## config.mk

```make
export PLATFORM = sky130hd
export DESIGN_NAME = dmem_arbiter
export DESIGN_NICKNAME = d
export VERILOG_FILES = /design/src/rtl/dmem_arbiter.sv
export SDC_FILE = /design/constraint.sdc
export NUM_CORES = 1
export LEC_CHECK = 0
export BUFFER_PORTS_ARGS = -buffer_cell sky130_fd_sc_hd__buf_4
export CORE_AREA = 3 3 116 118
export CTS_BUF_LIST = sky130_fd_sc_hd__clkbuf_4 sky130_fd_sc_hd__clkbuf_8
export DETAILED_ROUTE_END_ITERATION = 8
export DIE_AREA = 0 0 119 121
export PLACE_DENSITY = 0.85
export SETUP_SLACK_MARGIN = 0.1
export SLEW_MARGIN = 10
export SYNTH_ARGS = -nofsm -noshare
export SYNTH_HDL_FRONTEND = slang
export SYNTH_SLANG_ARGS = --single-unit
```

## constraint.sdc

```tcl
create_clock -name clkIn -period 8.2 [get_ports clkIn]
set_input_delay 0.41 -clock clkIn [delete_from_list [all_inputs] [get_ports clkIn]]
set_output_delay 0.41 -clock clkIn [all_outputs]
set_load 0.05 [all_outputs]
```

## src/rtl/dmem_arbiter.sv

```systemverilog
// Round-robin arbiter/sequencer placing two requesters (pipeline port 0, loader port 1)
// onto a single-ported data memory, with registered command lines and a one-cycle ack.
module dmem_arbiter #(
    parameter int ADDR_W = 32,
    parameter int DATA_W = 32,
    parameter int DEPTH  = 32
) (
    input  logic              clkIn,
    input  logic              resetIn,
    input  logic              Req0In,
    input  logic              Wr0In,
    input  logic [ADDR_W-1:0] Addr0In,
    input  logic [DATA_W-1:0] Data0In,
    output logic              Ack0Out,
    output logic [DATA_W-1:0] RData0Out,
    output logic              Err0Out,
    output logic              Stall0Out,
    input  logic              Req1In,
    input  logic              Wr1In,
    input  logic [ADDR_W-1:0] Addr1In,
    input  logic [DATA_W-1:0] Data1In,
    output logic              Ack1Out,
    output logic [DATA_W-1:0] RData1Out,
    output logic              Err1Out,
    output logic [ADDR_W-1:0] MemAddrOut,
    output logic [DATA_W-1:0] MemDataOut,
    output logic              MemReadOut,
    output logic              MemWriteOut,
    input  logic [DATA_W-1:0] MemDataIn
);
    typedef enum logic [1:0] {IDLE, ACC0, ACC1} state_t;

    localparam logic [ADDR_W-1:0] DEPTH_A = ADDR_W'(DEPTH);

    state_t            state_q, state_d;
    logic              last_gnt_q, last_gnt_d;
    logic [ADDR_W-1:0] addr_q, addr_d;
    logic [DATA_W-1:0] data_q, data_d;
    logic              wr_q, wr_d;
    logic [DATA_W-1:0] rdata0_q, rdata1_q;

    logic elig0, elig1, gnt_valid, gnt_port;
    logic acc, in_range, rd_ok0, rd_ok1;

    // A port in its own ack cycle is not eligible, so a held request alternates.
    assign elig0     = Req0In & (state_q != ACC0);
    assign elig1     = Req1In & (state_q != ACC1);
    assign gnt_valid = elig0 | elig1;
    assign gnt_port  = (elig0 & elig1) ? ~last_gnt_q : elig1;

    always_comb begin
        state_d    = IDLE;
        last_gnt_d = last_gnt_q;
        addr_d     = addr_q;
        data_d     = data_q;
        wr_d       = wr_q;
        if (gnt_valid) begin
            state_d    = gnt_port ? ACC1 : ACC0;
            last_gnt_d = gnt_port;
            addr_d     = gnt_port ? Addr1In : Addr0In;
            data_d     = gnt_port ? Data1In : Data0In;
            wr_d       = gnt_port ? Wr1In   : Wr0In;
        end
    end

    assign acc      = (state_q == ACC0) | (state_q == ACC1);
    assign in_range = addr_q < DEPTH_A;
    assign rd_ok0   = (state_q == ACC0) & ~wr_q & in_range;
    assign rd_ok1   = (state_q == ACC1) & ~wr_q & in_range;

    always_ff @(posedge clkIn or posedge resetIn) begin
        if (resetIn) begin
            state_q    <= IDLE;
            last_gnt_q <= 1'b1;
            addr_q     <= '0;
            data_q     <= '0;
            wr_q       <= 1'b0;
            rdata0_q   <= '0;
            rdata1_q   <= '0;
        end else begin
            state_q    <= state_d;
            last_gnt_q <= last_gnt_d;
            addr_q     <= addr_d;
            data_q     <= data_d;
            wr_q       <= wr_d;
            if (rd_ok0) rdata0_q <= MemDataIn;
            if (rd_ok1) rdata1_q <= MemDataIn;
        end
    end

    // Command lines come straight from the grant latch; enables are gated by state.
    assign MemAddrOut  = addr_q;
    assign MemDataOut  = data_q;
    assign MemReadOut  = acc & ~wr_q & in_range;
    assign MemWriteOut = acc &  wr_q & in_range;

    assign Ack0Out   = (state_q == ACC0);
    assign Ack1Out   = (state_q == ACC1);
    assign Err0Out   = (state_q == ACC0) & ~in_range;
    assign Err1Out   = (state_q == ACC1) & ~in_range;
    assign Stall0Out = Req0In & ~Ack0Out;
    assign RData0Out = rd_ok0 ? MemDataIn : rdata0_q;
    assign RData1Out = rd_ok1 ? MemDataIn : rdata1_q;
endmodule

```

# Yosys cells after proc, flatten, opt, wreduce, memory -nomap -nowiden
# Index checks and enable logic that the tools add are counted.
classes:
  n_bitwise: 20
  n_lt_le_gt_ge: 1
  n_mux: 8
  n_eq_ne: 4
op_table:
  columns: ["op", "count"]
  rows:
  - ["$mux 32", 4]
  - ["$lt 32x6->1 const B", 1]
  - ["$and 1x1->1", 14]
  - ["$mux 2", 2]
  - ["$not 1->1", 4]
  - ["$eq 2x1->1 const B", 1]
  - ["$eq 2x2->1 const B", 1]
  - ["$mux 1", 2]
  - ["$ne 2x1->1 const B", 1]
  - ["$ne 2x2->1 const B", 1]
  - ["$or 1x1->1", 2]
word_totals:
  ff_bits: 132
  wordCells: 40
  inputBits: 166
  output_inout_bits: 135

# Longest topological paths before layout
# Gate-level depths: netlist of the first run.
logic_depth:
  depth_word: 6
  ltp_mapped: 8
  mapped_depth_nobuf: 6

# Least setup slack after synthesis of the first run
# No wires, ideal clock.
synth_path:
  kind: "register to output"
  start: "register addr_q[20], in the netlist MemAddrOut[20]"
  end: "output MemWriteOut"
  n_path_buf: 0
  t_arrival_ns: 2.663
  stages_incl_launch_ff: 5
  t_required_ns: 7.790
  setup_slack_ns: 5.127
  cell_sequence: "dfrtp_1 > nor4_1 > nand4_1 > or2_2 > nor3b_1"
synth_via:
  elab_chain_len: 2
synth_lines:
  columns: ["item", "line", "rtl"]
  rows:
  - ["from (decl)", "37", "logic [ADDR_W-1:0] addr_q, addr_d;"]
  - ["from (signal assigned)", "83", "addr_q <= addr_d;"]
  - ["$lt 32x6->1", "67", "assign in_range = addr_q < DEPTH_A;"]
  - ["$and 1x1->1", "95", "assign MemWriteOut = acc & wr_q & in_range;"]
  - ["to (decl)", "28", "output logic MemWriteOut,"]
# No other way between the ends.

# Final worst setup path of the first run
layout_path:
  start: "register addr_q[29], in the netlist MemAddrOut[29]"
  end: "output RData0Out[31]"
layout_via:
  elab_chain_len: 3
layout_lines:
  columns: ["item", "line", "rtl"]
  rows:
  - ["$lt 32x6->1", "67", null]
  - ["$and 1x1->1", "68", "assign rd_ok0 = (state_q == ACC0) & ~wr_q & in_range;"]
  - ["$mux 32", null, null]
  - ["to (decl)", "15", "output logic [DATA_W-1:0] RData0Out,"]
# No other way between the ends.

==> summary.md, run 1 <==
| Metric | Value |
|---|---|
| Total Wirelength | `17,100 um` |
| NumNets Final | `847` |
| Main synth FF type | `dfrtp_1` |
| Crit path largest cell delay | `0.48 ns` |
| Initial antenna violation count | `0` |
| Outcome | `complete, no violations` |
| CTS sink count | `132` |
| CTS Hold Buffers Added | `0` |
| Area of the multi-input gates | `2000 sq um` |
| DRC | `0` |
| H-Tree Depth | `4` |
| Slew @ Worst Pin | `0.861 ns` |
| Met3 Usage GRT | `0.0886` |
| Placed cells | `832` |
| Total GRT Usage | `0.238` |
| Clock latency on the worst-skew pair | `0.44 ns` |
| Met2 Use GR | `0.431` |
| First-pass GRT wire length | `26,700 um` |
| Ys Warns | `0` |
| Share of cells above drive strength 1 | `0.587` |
| Crit-path max FO | `32` |
| HP Class | `input port to async pin` |
| Final setup violation count | `0` |
| Grt ovf | `0` |
| Number of flops mapped to enable cells by yosys | `0` |
| Pwr dens | `273 nW/um^2` |
| Worst endpoint data arrival time | `3.14 ns` |
| Critical Path End Type | `output pin` |
| Die X-Extent | `119 um` |
| Crit Path Category | `flip-flop to output pin` |
| Synth async-reset ratio | `1.00` |
| Storage cell area | `3300 sq um` |
| Avg Vias per Cell | `5.19` |
| Largest net degree at the start of global routing | `69` |
| Post-CTS sizing | `0` |
| Tcrit/Tclk final | `0.433` |
| RSZ-0062 raised after global routing | `no` |
| First-iteration detailed-routing DRC count | `225` |
| Die ar. | `14,400 sq um` |
| CP Cell Sequence | `nor4_1, nand4_1, nor4b_4, buf_4, mux2_2, buf_4` |
| Skew final | `0.0149 ns` |
| DR WL/cell | `19.7 um` |
| Final hold vios | `0` |
| Cells after Synth | `381` |
| Top cell by count, worst path | `buf_4` |
| Syn_area_per_cell | `14.3 sq um` |
| CP bufs+invs | `2` |
| Row count | `41` |
| Relative slew slack | `0.426` |
| Antenna fix cells | `0` |
| Core area | `12,600 sq um` |
| Core Util, Final | `0.659` |
| DIE HEIGHT | `121 um` |
| Worst-case clock buffer depth | `2` |
| Fin cells | `864` |
| Fmax | `282 MHz` |
| Worst vdd ir | `0.193 mV` |
| Layer with the highest usage | `met2` |
| Leakage power | `4.60 nW` |
| Slew Limit Fails | `0` |
| Commonest non-fill, non-tap cell in the layout | `buf_4` |
| Power Total | `0.00226 W` |
| Yosys reg bits | `132` |
| Fraction of the yosys area taken by sequential cells | `0.608` |
| Max Cap Viol | `0` |
| Fill count | `918` |
| Post-synth net total | `549` |
| Mapped Area | `5430 sq um` |
| Number of setup buffers added after CTS | `0` |
| Number of port buffers | `300` |
| Unique masters post-synth | `26` |
| Gpl congestion | `0.791` |
| Drt pass-1 iters | `4` |
| Vias | `4,484` |
| Period minus WS final | `3.55 ns` |
| Req. time, crit path | `7.79 ns` |
| Clock transition at the registers of the reported paths | `0.08 ns` |
| Io pins | `301` |
| CTS Buf Count | `17` |
| CP delay by family, top | `simple AND/OR/NAND/NOR gates` |
| Number of global-route vias before repair | `4,949` |
| Most frequent cells in the layout | `buf_4, dfrtp_1, a22o_1, a21o_1, mux2_2` |
| Number of nets with antenna violations after routing | `0` |
| TNS Setup | `0 ns` |
| Slowest CP cell | `nor4_1` |
| Met1 Usage GRT | `0.255` |
| Initial Utilization | `0.432` |
| Hpwl dp | `12,600 um` |
| Clock root cell | `clkbuf_8` |
| CTS tree | `built` |
| Area Overhead vs Synth | `52.5%` |
| CP Launch Type | `flip-flop` |
==> final timing paths <==
path	startpoint	to	slack, ns	depth (start not counted)
worst min-delay path	resetIn	rdata1_q[21]	0.04	2
worst min register to register	rdata1_q[30]	rdata1_q[30]	0.49	1
min in group clkIn	Data0In[31]	MemDataOut[31]	0.16	2
worst max-delay path	MemAddrOut[29]	RData0Out[31]	4.65	6
max in group asynchronous	resetIn	rdata0_q[21]	6.84	3
worst max register to register	MemAddrOut[29]	rdata0_q[31]	5.57	5
==> registers in the layout, indices dropped and copies added (netlist names) <==
signal	flops
MemAddrOut	32
MemDataOut	32
wr_q	1
last_gnt_q	1
rdata1_q	32
rdata0_q	32
state_q	2
==> cell families after synthesis <==
family | after synthesis | share of synthesized area
fa+ha+maj | 2 | 0.00461
compound gates | 132 | 0.196
buf+inv | 31 | 0.0290
mux | 65 | 0.135
flops | 132 | 0.608
simple gates | 19 | 0.0270
==> cells in the mapped netlist (2+ instances only) <==
master    count  area, sq um
mux2_1        4         45.0
and2_1        2         12.5
a21oi_1       2         10.0
buf_6         5         56.3
buf_1         6         22.5
inv_1         4         15.0
a21o_1       65          488
mux2_2       60          676
a22o_1       65          569
nor4_1        6         37.5
clkbuf_1     15         56.3
nor3_1        2         10.0
dfrtp_1     131         3280
ha_1          2         25.0
==> layout make-up <==
type	count	area share
tap	172	0.0260
clock buffer	18	0.0299
sequential	132	0.399
inverter	4	0.00242
clock inverter	14	0.0240
timing repair buffer	306	0.277
multi-input combinational	218	0.241
==> where the power goes <==
| part | total, W | leakage (nW) | switching, W | internal, W |
|---|---|---|---|---|
| registers | 0.000821 | 1.70 | 0.0000742 | 0.000746 |
| clock network | 0.000606 | 0.212 | 0.000264 | 0.000342 |
| logic | 0.000833 | 2.68 | 0.000537 | 0.000296 |
==> per-stage QoR <==
stage / area (sq um) / setup slack (ns) / hold slack (ns)
after floorplan: 5430 / 4.27 / 0.466
after global placement: 7840 / 5.25 / 0.464
after detailed placement: 7840 / 5.14 / 0.475
after CTS: 8280 / 4.65 / 0.0448
after global routing: 8280 / 4.50 / 0.0513
final: 8280 / 4.65 / 0.0409
==> metal layers <==
| metal | share of wire | vias up | routed length (um) |
|---|---|---|---|
| met5 | 0 | - | 0 |
| met2 | 0.53 | 226 | 9090 |
| met3 | 0.084 | 23 | 1430 |
| li1 | - | 2018 | - |
| met1 | 0.36 | 2217 | 6170 |
| met4 | 0.021 | 0 | 365 |
No activity file was read; power rests on OpenSTA's default activity.
==> inputs of run 2 (changes only) <==
--- a/config.mk
+++ b/config.mk
@@ -5,11 +5,13 @@
 export SDC_FILE = /design/constraint.sdc
 export NUM_CORES = 1
 export LEC_CHECK = 0
+export ABC_AREA = 1
 export BUFFER_PORTS_ARGS = -buffer_cell sky130_fd_sc_hd__buf_4
-export CORE_AREA = 3 3 116 118
+export CORE_ASPECT_RATIO = 1.5
+export CORE_MARGIN = 3
+export CORE_UTILIZATION = 42
 export CTS_BUF_LIST = sky130_fd_sc_hd__clkbuf_4 sky130_fd_sc_hd__clkbuf_8
 export DETAILED_ROUTE_END_ITERATION = 8
-export DIE_AREA = 0 0 119 121
 export PLACE_DENSITY = 0.85
 export SETUP_SLACK_MARGIN = 0.1
 export SLEW_MARGIN = 10
==> constraint.sdc (replaced) <==
create_clock -name clkIn -period 3.2 [get_ports clkIn]
set_input_delay 0.16 -clock clkIn [delete_from_list [all_inputs] [get_ports clkIn]]
set_output_delay 0.16 -clock clkIn [all_outputs]
set_load 0.05 [all_outputs]
==> run 2 against run 1 <==
Compared with the run above: power rose to 3.0 times the previous value; sequential share of layout area shrank 7.2 points; highest routed layer unchanged; first-iteration DRC count grew 69%; count of clock-buffer cells in the layout is 1 higher; critical endpoint is now RData1Out[24]; worst setup slack got worse by 4.3 ns; largest power group unchanged; clock power grew 130%; critical path type unchanged; sequential cell count did not move.
==> summary.md, run 2 <==
| Metric | Value |
|---|---|
| Outcome | `complete, no violations (unchanged)` |
| Post-synth top area cell | `dfrtp_1 (unchanged)` |
| Drt pass-1 iters | `5 (was 4)` |
| Relative slew slack | `0.439 (was 0.426)` |
| Initial Utilization | `0.435 (was 0.432)` |
| R2R Path Start | `state_q[1] (was MemAddrOut[29])` |
| Synth top area cells | `dfrtp_1, nand2_1, nand3_1, o211ai_1, buf_2 (was dfrtp_1, mux2_2, a22o_1, a21o_1, buf_6)` |
| Commonest non-fill, non-tap cell in the layout | `nand2_1 (was buf_4)` |
| Worst endpoint data arrival time | `2.69 ns (was 3.14 ns)` |
| Row count | `51 (was 41)` |
| Post-CTS sizing | `0 (unchanged)` |
| First-iteration detailed-routing DRC count | `381 (was 225)` |
| Fmax | `351 MHz` |
| Top-area cell type share of the netlist area | `0.571 (was 0.604)` |
| Post-synth net total | `856 (was 549)` |
| Synth async-reset ratio | `1.00 (unchanged)` |
| Total Wirelength | `24,800 um (was 17,100 um)` |
| Crit Path Category | `flip-flop to output pin (unchanged)` |
| Syn_area_per_cell | `8.35 sq um (was 14.3 sq um)` |
| Number of port buffers | `300 (unchanged)` |
| Final hold slack | `0.0161 ns (was 0.0409 ns)` |
| Fraction of the yosys area taken by sequential cells | `0.576 (was 0.608)` |
| NumNets Final | `1,307 (was 847)` |
| Top-count cell post-synth | `nand2_1 (was dfrtp_1)` |
| Number of global-route vias before repair | `7,220 (was 4,949)` |
| Die ar. | `15,100 sq um (was 14,400 sq um)` |
| Yosys reg bits | `132 (unchanged)` |
| Cells after Synth | `688 (was 381)` |
| Main synth FF type | `dfrtp_1 (unchanged)` |
| Worst Hold End | `rdata1_q[22]` |
| H-Tree Depth | `4 (unchanged)` |
| CTS tree | `built (unchanged)` |
| CP Launch Type | `flip-flop (unchanged)` |
| Slew @ Worst Pin | `0.840 ns (was 0.861 ns)` |
| Vias | `6,870 (was 4,484)` |
| Final hold vios | `0 (unchanged)` |
| Worst Hold Depth | `3` |
| Post-synth top cells | `nand2_1, dfrtp_1, nand3_1, inv_1, buf_2 (was dfrtp_1, a21o_1, a22o_1, mux2_2, clkbuf_1)` |
| Req. time, crit path | `3.04 ns (was 7.79 ns)` |
| Critical Path End Type | `output pin (unchanged)` |
| R2R setup slack | `0.49 ns (was 5.57 ns)` |
| Number of flops mapped to enable cells by yosys | `0 (unchanged)` |
| Share of cells above drive strength 1 | `0.315 (was 0.587)` |
| Tcrit/Tclk final | `0.891` |
| Final setup violation count | `0 (unchanged)` |
| Most frequent cells in the layout | `nand2_1, buf_4, dlygate4sd3_1 (was buf_4, dfrtp_1, a22o_1, a21o_1, mux2_2)` |
| Io pins | `301 (unchanged)` |
| Unique masters post-synth | `19 (was 26)` |
| Clock transition at the registers of the reported paths | `0.08 ns (about the same)` |
| Reg2reg end | `MemDataOut[19] (was rdata0_q[31])` |
| HP Class | `input port to flip-flop (was input port to async pin)` |
| Worst vdd ir | `0.528 mV (was 0.193 mV)` |
| Mapped Area | `5740 sq um (was 5430 sq um)` |
| Crit-path max FO | `32 (unchanged)` |
| Die X-Extent | `101 um (was 119 um)` |
| Slew Limit Fails | `0 (unchanged)` |
| DRC | `0 (unchanged)` |
| Grt ovf | `0 (unchanged)` |
| DR WL/cell | `18.9 um (was 19.7 um)` |
| Initial antenna violation count | `1 (was 0)` |
| Power Total | `0.00683 W (was 0.00226 W)` |
| Period minus WS final | `2.85 ns` |
| Leakage power | `5.04 nW (was 4.60 nW)` |
| Worst Reg-to-Reg Cells | `12 (was 5)` |
| Hold Crit Start | `MemDataIn[22]` |
| CTS sink count | `132 (unchanged)` |
| Worst-case clock buffer depth | `2 (unchanged)` |
| Number of nets with antenna violations after routing | `0 (unchanged)` |
| Clock root cell | `clkbuf_8 (unchanged)` |
| Area Overhead vs Synth | `75.8% (was 52.5%)` |
| Largest net degree at the start of global routing | `67 (was 69)` |
| Gpl congestion | `0.840 (was 0.791)` |
| Core area | `13,200 sq um (was 12,600 sq um)` |
| Hpwl dp | `14,100 um (was 12,600 um)` |
| Ys Warns | `0 (unchanged)` |
| Clock latency on the worst-skew pair | `0.44 ns (about the same)` |
| RSZ-0062 raised after global routing | `no (unchanged)` |
| DIE HEIGHT | `149 um (was 121 um)` |
| TNS Setup | `0 ns (unchanged)` |
| Max Cap Viol | `0 (unchanged)` |
| Pwr dens | `676 nW/um^2 (was 273 nW/um^2)` |
| Avg Vias per Cell | `5.24 (was 5.19)` |
| CTS Buf Count | `17 (unchanged)` |
| First-pass GRT wire length | `37,800 um (was 26,700 um)` |
| Skew final | `0.0168 ns (was 0.0149 ns)` |
| Total GRT Usage | `0.326 (was 0.238)` |
-- run 2: cell types whose count changed in the layout (fill, tap and decap cells not counted), sizes merged, moves of 17 or more --
cell	before	now
nand2	0	327
dlygate4sd3	0	161
nand3	1	115
a21o	65	0
a22o	65	0
mux2	64	0
inv	7	32
nor2	1	22
o211ai	0	17
-- run 2: how the worst max path moves through the flow --
stage              startpoint  slack, ns             to  cells after the start
2_1_floorplan      state_q[0]       1.03   rdata1_q[10]                      7
3_3_place_gp   MemAddrOut[30]       0.94  RData1Out[29]                      9
3_5_place_dp   MemAddrOut[30]       0.92   RData0Out[6]                      9
4_1_cts        MemAddrOut[30]       0.43   RData0Out[6]                      9
5_1_grt        MemAddrOut[30]       0.17  RData1Out[24]                      9
6_report       MemAddrOut[30]       0.35  RData1Out[24]                      9
-- run 2: critical path, cell delays in order (launching register included) --
cell and delay (ns):
dfrtp_1 0.41, nor2_1 0.13, nand2_1 0.11, inv_1 0.07, nand2_1 0.04, nor2_1 0.20
nand3_2 0.62, nand2_1 0.32, nand2_1 0.12, buf_4 0.21
-- run 2: layout make-up --
type	instances	area [sq um]
clock inverter	12	131
tap	159	199
inverter	32	124
sequential	132	3300
multi-input combinational	485	2100
timing repair buffer	471	3980
fill	774	3110
clock buffer	19	262
antenna	1	2.50
-- run 2: power breakdown --
group	leakage [nW]	switching [W]	total, W	internal [W]
Combinational	3.47	0.00204	0.00321	0.00118
Sequential	1.37	0.000241	0.00221	0.00197
Clock	0.202	0.000677	0.00141	0.000730
Total	5.04	0.00295	0.00683	0.00387
-- run 2: per-stage QoR --
| step | std cells | cell area (sq um) | setup slack (ns) | util |
|---|---|---|---|---|
| after floorplan | 688 | 5750 | 1.03 | - |
| after global placement | 1118 | 8090 | 0.941 | 0.612 |
| after detailed placement | 1118 | 8090 | 0.919 | 0.612 |
| after CTS | 1310 | 10100 | 0.431 | 0.764 |
| after global routing | 1311 | 10100 | 0.170 | 0.764 |
| final | 1311 | 10100 | 0.347 | 0.764 |
-- run 2: repair_timing --
| item | CTS | global route |
|---|---|---|
| hold buffers | 161 | 0 |
| setup buffers | 0 | 0 |
| endpoints found under the hold margin | 154 | 0 |
-- run 2: cells by family (layout without fill, tap and decap cells) --
| kind of cell | count (synthesis) | after routing | synth area share |
|---|---|---|---|
| buffers and inverters | 71 | 534 | 0.0604 |
| AO/OA/AOI/OAI | 18 | 18 | 0.0231 |
| other | 0 | 1 | 0 |
| flip-flops | 132 | 132 | 0.576 |
| AND/OR/NAND/NOR | 465 | 465 | 0.337 |
| adder cells (fa/ha/maj) | 2 | 2 | 0.00436 |
-- run 2: layer usage --
metal  share of wire  up-vias  global-route usage
li1                -     3071                   -
met1            0.33     3231               0.357
met2            0.53      455               0.569
met3           0.075      113              0.0636
met4           0.062        0               0.202
met5               0        -                   0
==> inputs of run 3 (changes only) <==
--- a/config.mk
+++ b/config.mk
@@ -7,7 +7,7 @@
 export LEC_CHECK = 0
 export ABC_AREA = 1
 export BUFFER_PORTS_ARGS = -buffer_cell sky130_fd_sc_hd__buf_4
-export CORE_ASPECT_RATIO = 1.5
+export CORE_ASPECT_RATIO = 0.7
 export CORE_MARGIN = 3
 export CORE_UTILIZATION = 42
 export CTS_BUF_LIST = sky130_fd_sc_hd__clkbuf_4 sky130_fd_sc_hd__clkbuf_8
==> run 3 against run 2 <==
Compared with the run above: core utilization fell by 0.77 points; fmax shrank 1.7%; first-iteration DRC count rose by 35%; global-route usage fell by 1.5 points; clock power rose by 4%; largest power group unchanged; wire length decreased by 3.5%; largest cell class unchanged; power rose by 0.21%; sequential power about the same; hold slack better by 0.0035 ns; non-clock buffer count down 12; worst setup slack got worse by 0.050 ns; via count hardly changed.
==> summary.md, run 3 (same netlist as run 2, synthesis figures left out) <==
| Metric | Value |
|---|---|
| Outcome | `complete, no violations (unchanged)` |
| Share of cells above drive strength 1 | `0.317 (was 0.315)` |
| Most frequent cells in the layout | `nand2_1, buf_4, dlygate4sd3_1 (unchanged)` |
| Crit path launch | `MemAddrOut[20] (was MemAddrOut[30])` |
| Area post-placement | `8120 sq um (was 8090 sq um)` |
| Final hold slack | `0.0196 ns (was 0.0161 ns)` |
| First-pass GRT wire length | `37,700 um (was 37,800 um)` |
| Final hold vios | `0 (unchanged)` |
| CP Cell Sequence | `nor2_1, nand2_1, inv_1, nand2_1, nor2_1, nand3_2, nand2_1, nand2_1, buf_4 (unchanged)` |
| CP Launch Type | `flip-flop (unchanged)` |
| Commonest non-fill, non-tap cell in the layout | `nand2_1 (unchanged)` |
| Top cell by count, worst path | `nand2_1 (unchanged)` |
| Worst Reg-to-Reg Cells | `11 (was 12)` |
| Slew Limit Fails | `0 (unchanged)` |
| Core area | `13,300 sq um (was 13,200 sq um)` |
| Worst endpoint data arrival time | `2.74 ns (was 2.69 ns)` |
| RSZ-0062 raised after global routing | `no (unchanged)` |
| Worst Hold Depth | `3 (unchanged)` |
| Clock transition at the registers of the reported paths | `0.09 ns (was 0.08 ns)` |
| Total GRT Usage | `0.312 (was 0.326)` |
| Clock latency on the worst-skew pair | `0.43 ns (was 0.44 ns)` |
| Avg Vias per Cell | `5.18 (was 5.24)` |
| Critical Path End Type | `output pin (unchanged)` |
| Req. time, crit path | `3.04 ns (about the same)` |
| Crit path largest cell delay | `0.63 ns (was 0.62 ns)` |
| R2R setup slack | `0.35 ns (was 0.49 ns)` |
| Critical Path Sink | `RData0Out[14] (was RData1Out[24])` |
| Worst-case clock buffer depth | `2 (unchanged)` |
| Crit Path Category | `flip-flop to output pin (unchanged)` |
| Skew final | `0.0182 ns (was 0.0168 ns)` |
| Number of global-route vias before repair | `7,044 (was 7,220)` |
| DRC | `0 (unchanged)` |
| Fmax | `345 MHz (was 351 MHz)` |
| Final Instance Area | `10,000 sq um (was 10,100 sq um)` |
| Met1 Usage GRT | `0.371 (was 0.357)` |
| Worst vdd ir | `0.470 mV (was 0.528 mV)` |
| Initial Utilization | `0.433 (was 0.435)` |
| HP Class | `input port to flip-flop (unchanged)` |
| Final setup violation count | `0 (unchanged)` |
| Hpwl dp | `14,100 um (about the same)` |
| Number of nets with antenna violations after routing | `0 (unchanged)` |
| Leakage power | `4.99 nW (was 5.04 nW)` |
| Die ar. | `15,100 sq um (about the same)` |
| Number of port buffers | `300 (unchanged)` |
| Gpl congestion | `0.891 (was 0.840)` |
| Total Wirelength | `23,900 um (was 24,800 um)` |
| CTS tree | `built (unchanged)` |
| Layer with the highest usage | `met2 (unchanged)` |
| Antenna fix cells | `0 (was 1)` |
| Reg2reg end | `MemDataOut[23] (was MemDataOut[19])` |
| TNS Setup | `0 ns (unchanged)` |
| Drt pass-1 iters | `6 (was 5)` |
| Area Overhead vs Synth | `74.8% (was 75.8%)` |
| Grt ovf | `0 (unchanged)` |
| Core Util, Final | `0.757 (was 0.764)` |
| Path length in cells of the critical path | `9 (unchanged)` |
| Row count | `35 (was 51)` |
| Slowest CP cell | `nand3_2 (unchanged)` |
| Slew @ Worst Pin | `0.779 ns (was 0.840 ns)` |
| R2R Path Start | `state_q[1] (unchanged)` |
| Pwr dens | `682 nW/um^2 (was 676 nW/um^2)` |
| CP bufs+invs | `2 (unchanged)` |
| Met2 Use GR | `0.538 (was 0.569)` |
| CTS sink count | `132 (unchanged)` |
| Initial antenna violation count | `0 (was 1)` |
| First-iteration detailed-routing DRC count | `513 (was 381)` |
| NumNets Final | `1,295 (was 1,307)` |
| Post-CTS sizing | `0 (unchanged)` |
| Clock root cell | `clkbuf_8 (unchanged)` |
| Largest net degree at the start of global routing | `114 (was 67)` |
| Fill count | `812 (was 774)` |
| Tcrit/Tclk final | `0.907 (was 0.891)` |
| DR WL/cell | `18.1 um (was 18.9 um)` |
| Die X-Extent | `146 um (was 101 um)` |
| Met3 Usage GRT | `0.0791 (was 0.0636)` |
| Io pins | `301 (unchanged)` |
| DIE HEIGHT | `104 um (was 149 um)` |
| CTS Buf Count | `17 (unchanged)` |
| Max Cap Viol | `0 (unchanged)` |
| Crit-path max FO | `32 (unchanged)` |
| Vias | `6,864 (was 6,870)` |
| H-Tree Depth | `4 (unchanged)` |
| Relative slew slack | `0.480 (was 0.439)` |
| CP delay by family, top | `simple AND/OR/NAND/NOR gates (unchanged)` |
| Period minus WS final | `2.90 ns (was 2.85 ns)` |
-- run 3: worst min path at each step --
stage,from,to
after floorplan,Addr0In[0],MemAddrOut[0]
after global placement,resetIn,rdata1_q[25]
after detailed placement,resetIn,rdata1_q[28]
after CTS,MemDataIn[31],rdata1_q[31]
after global routing,MemDataIn[17],rdata0_q[17]
final,MemDataIn[2],rdata0_q[2]
-- run 3: area by class of cell --
cell class                      count  area (sq um)  area share
Timing Repair Buffer              459          3870       0.386
Sequential cell                   132          3300       0.329
Multi-Input combinational cell    485          2100       0.209
Clock buffer                       19           262      0.0261
Tap cell                          185           231      0.0231
Clock inverter                     13           148      0.0147
Inverter                           32           124      0.0123
-- run 3: stage by stage --
step,std cells,worst slack [ns],total power [W]
floorplan,688,1.03,0.00388
global placement,1142,0.956,0.00477
detailed placement,1142,0.931,0.00482
CTS,1325,0.389,0.00674
global route,1325,0.140,0.00712
finish,1325,0.297,0.00684
-- run 3: per-layer routing --
metal | part of all wire | routed length (um)
met3 | 0.093 | 2230
met1 | 0.37 | 8760
met2 | 0.50 | 12000
met4 | 0.041 | 982
met5 | 0 | 0
-- run 3: timing repair --
| action | in CTS | in global routing |
|---|---|---|
| hold buffers | 151 | 0 |
| hold endpoints to repair | 112 | 0 |
| buffers inserted | 0 | 0 |
-- run 3: tightest hold or removal path, cell delays in order --
cell and delay [ns]:
buf_4 0.08, nand3_1 0.07, nand2_1 0.09
-- run 3: power by group --
| part | leakage [nW] | total, W | internal [W] | switching, W |
|---|---|---|---|---|
| registers | 1.37 | 0.00219 | 0.00197 | 0.000224 |
| clock network | 0.195 | 0.00146 | 0.000744 | 0.000711 |
| logic | 3.42 | 0.00320 | 0.00118 | 0.00202 |
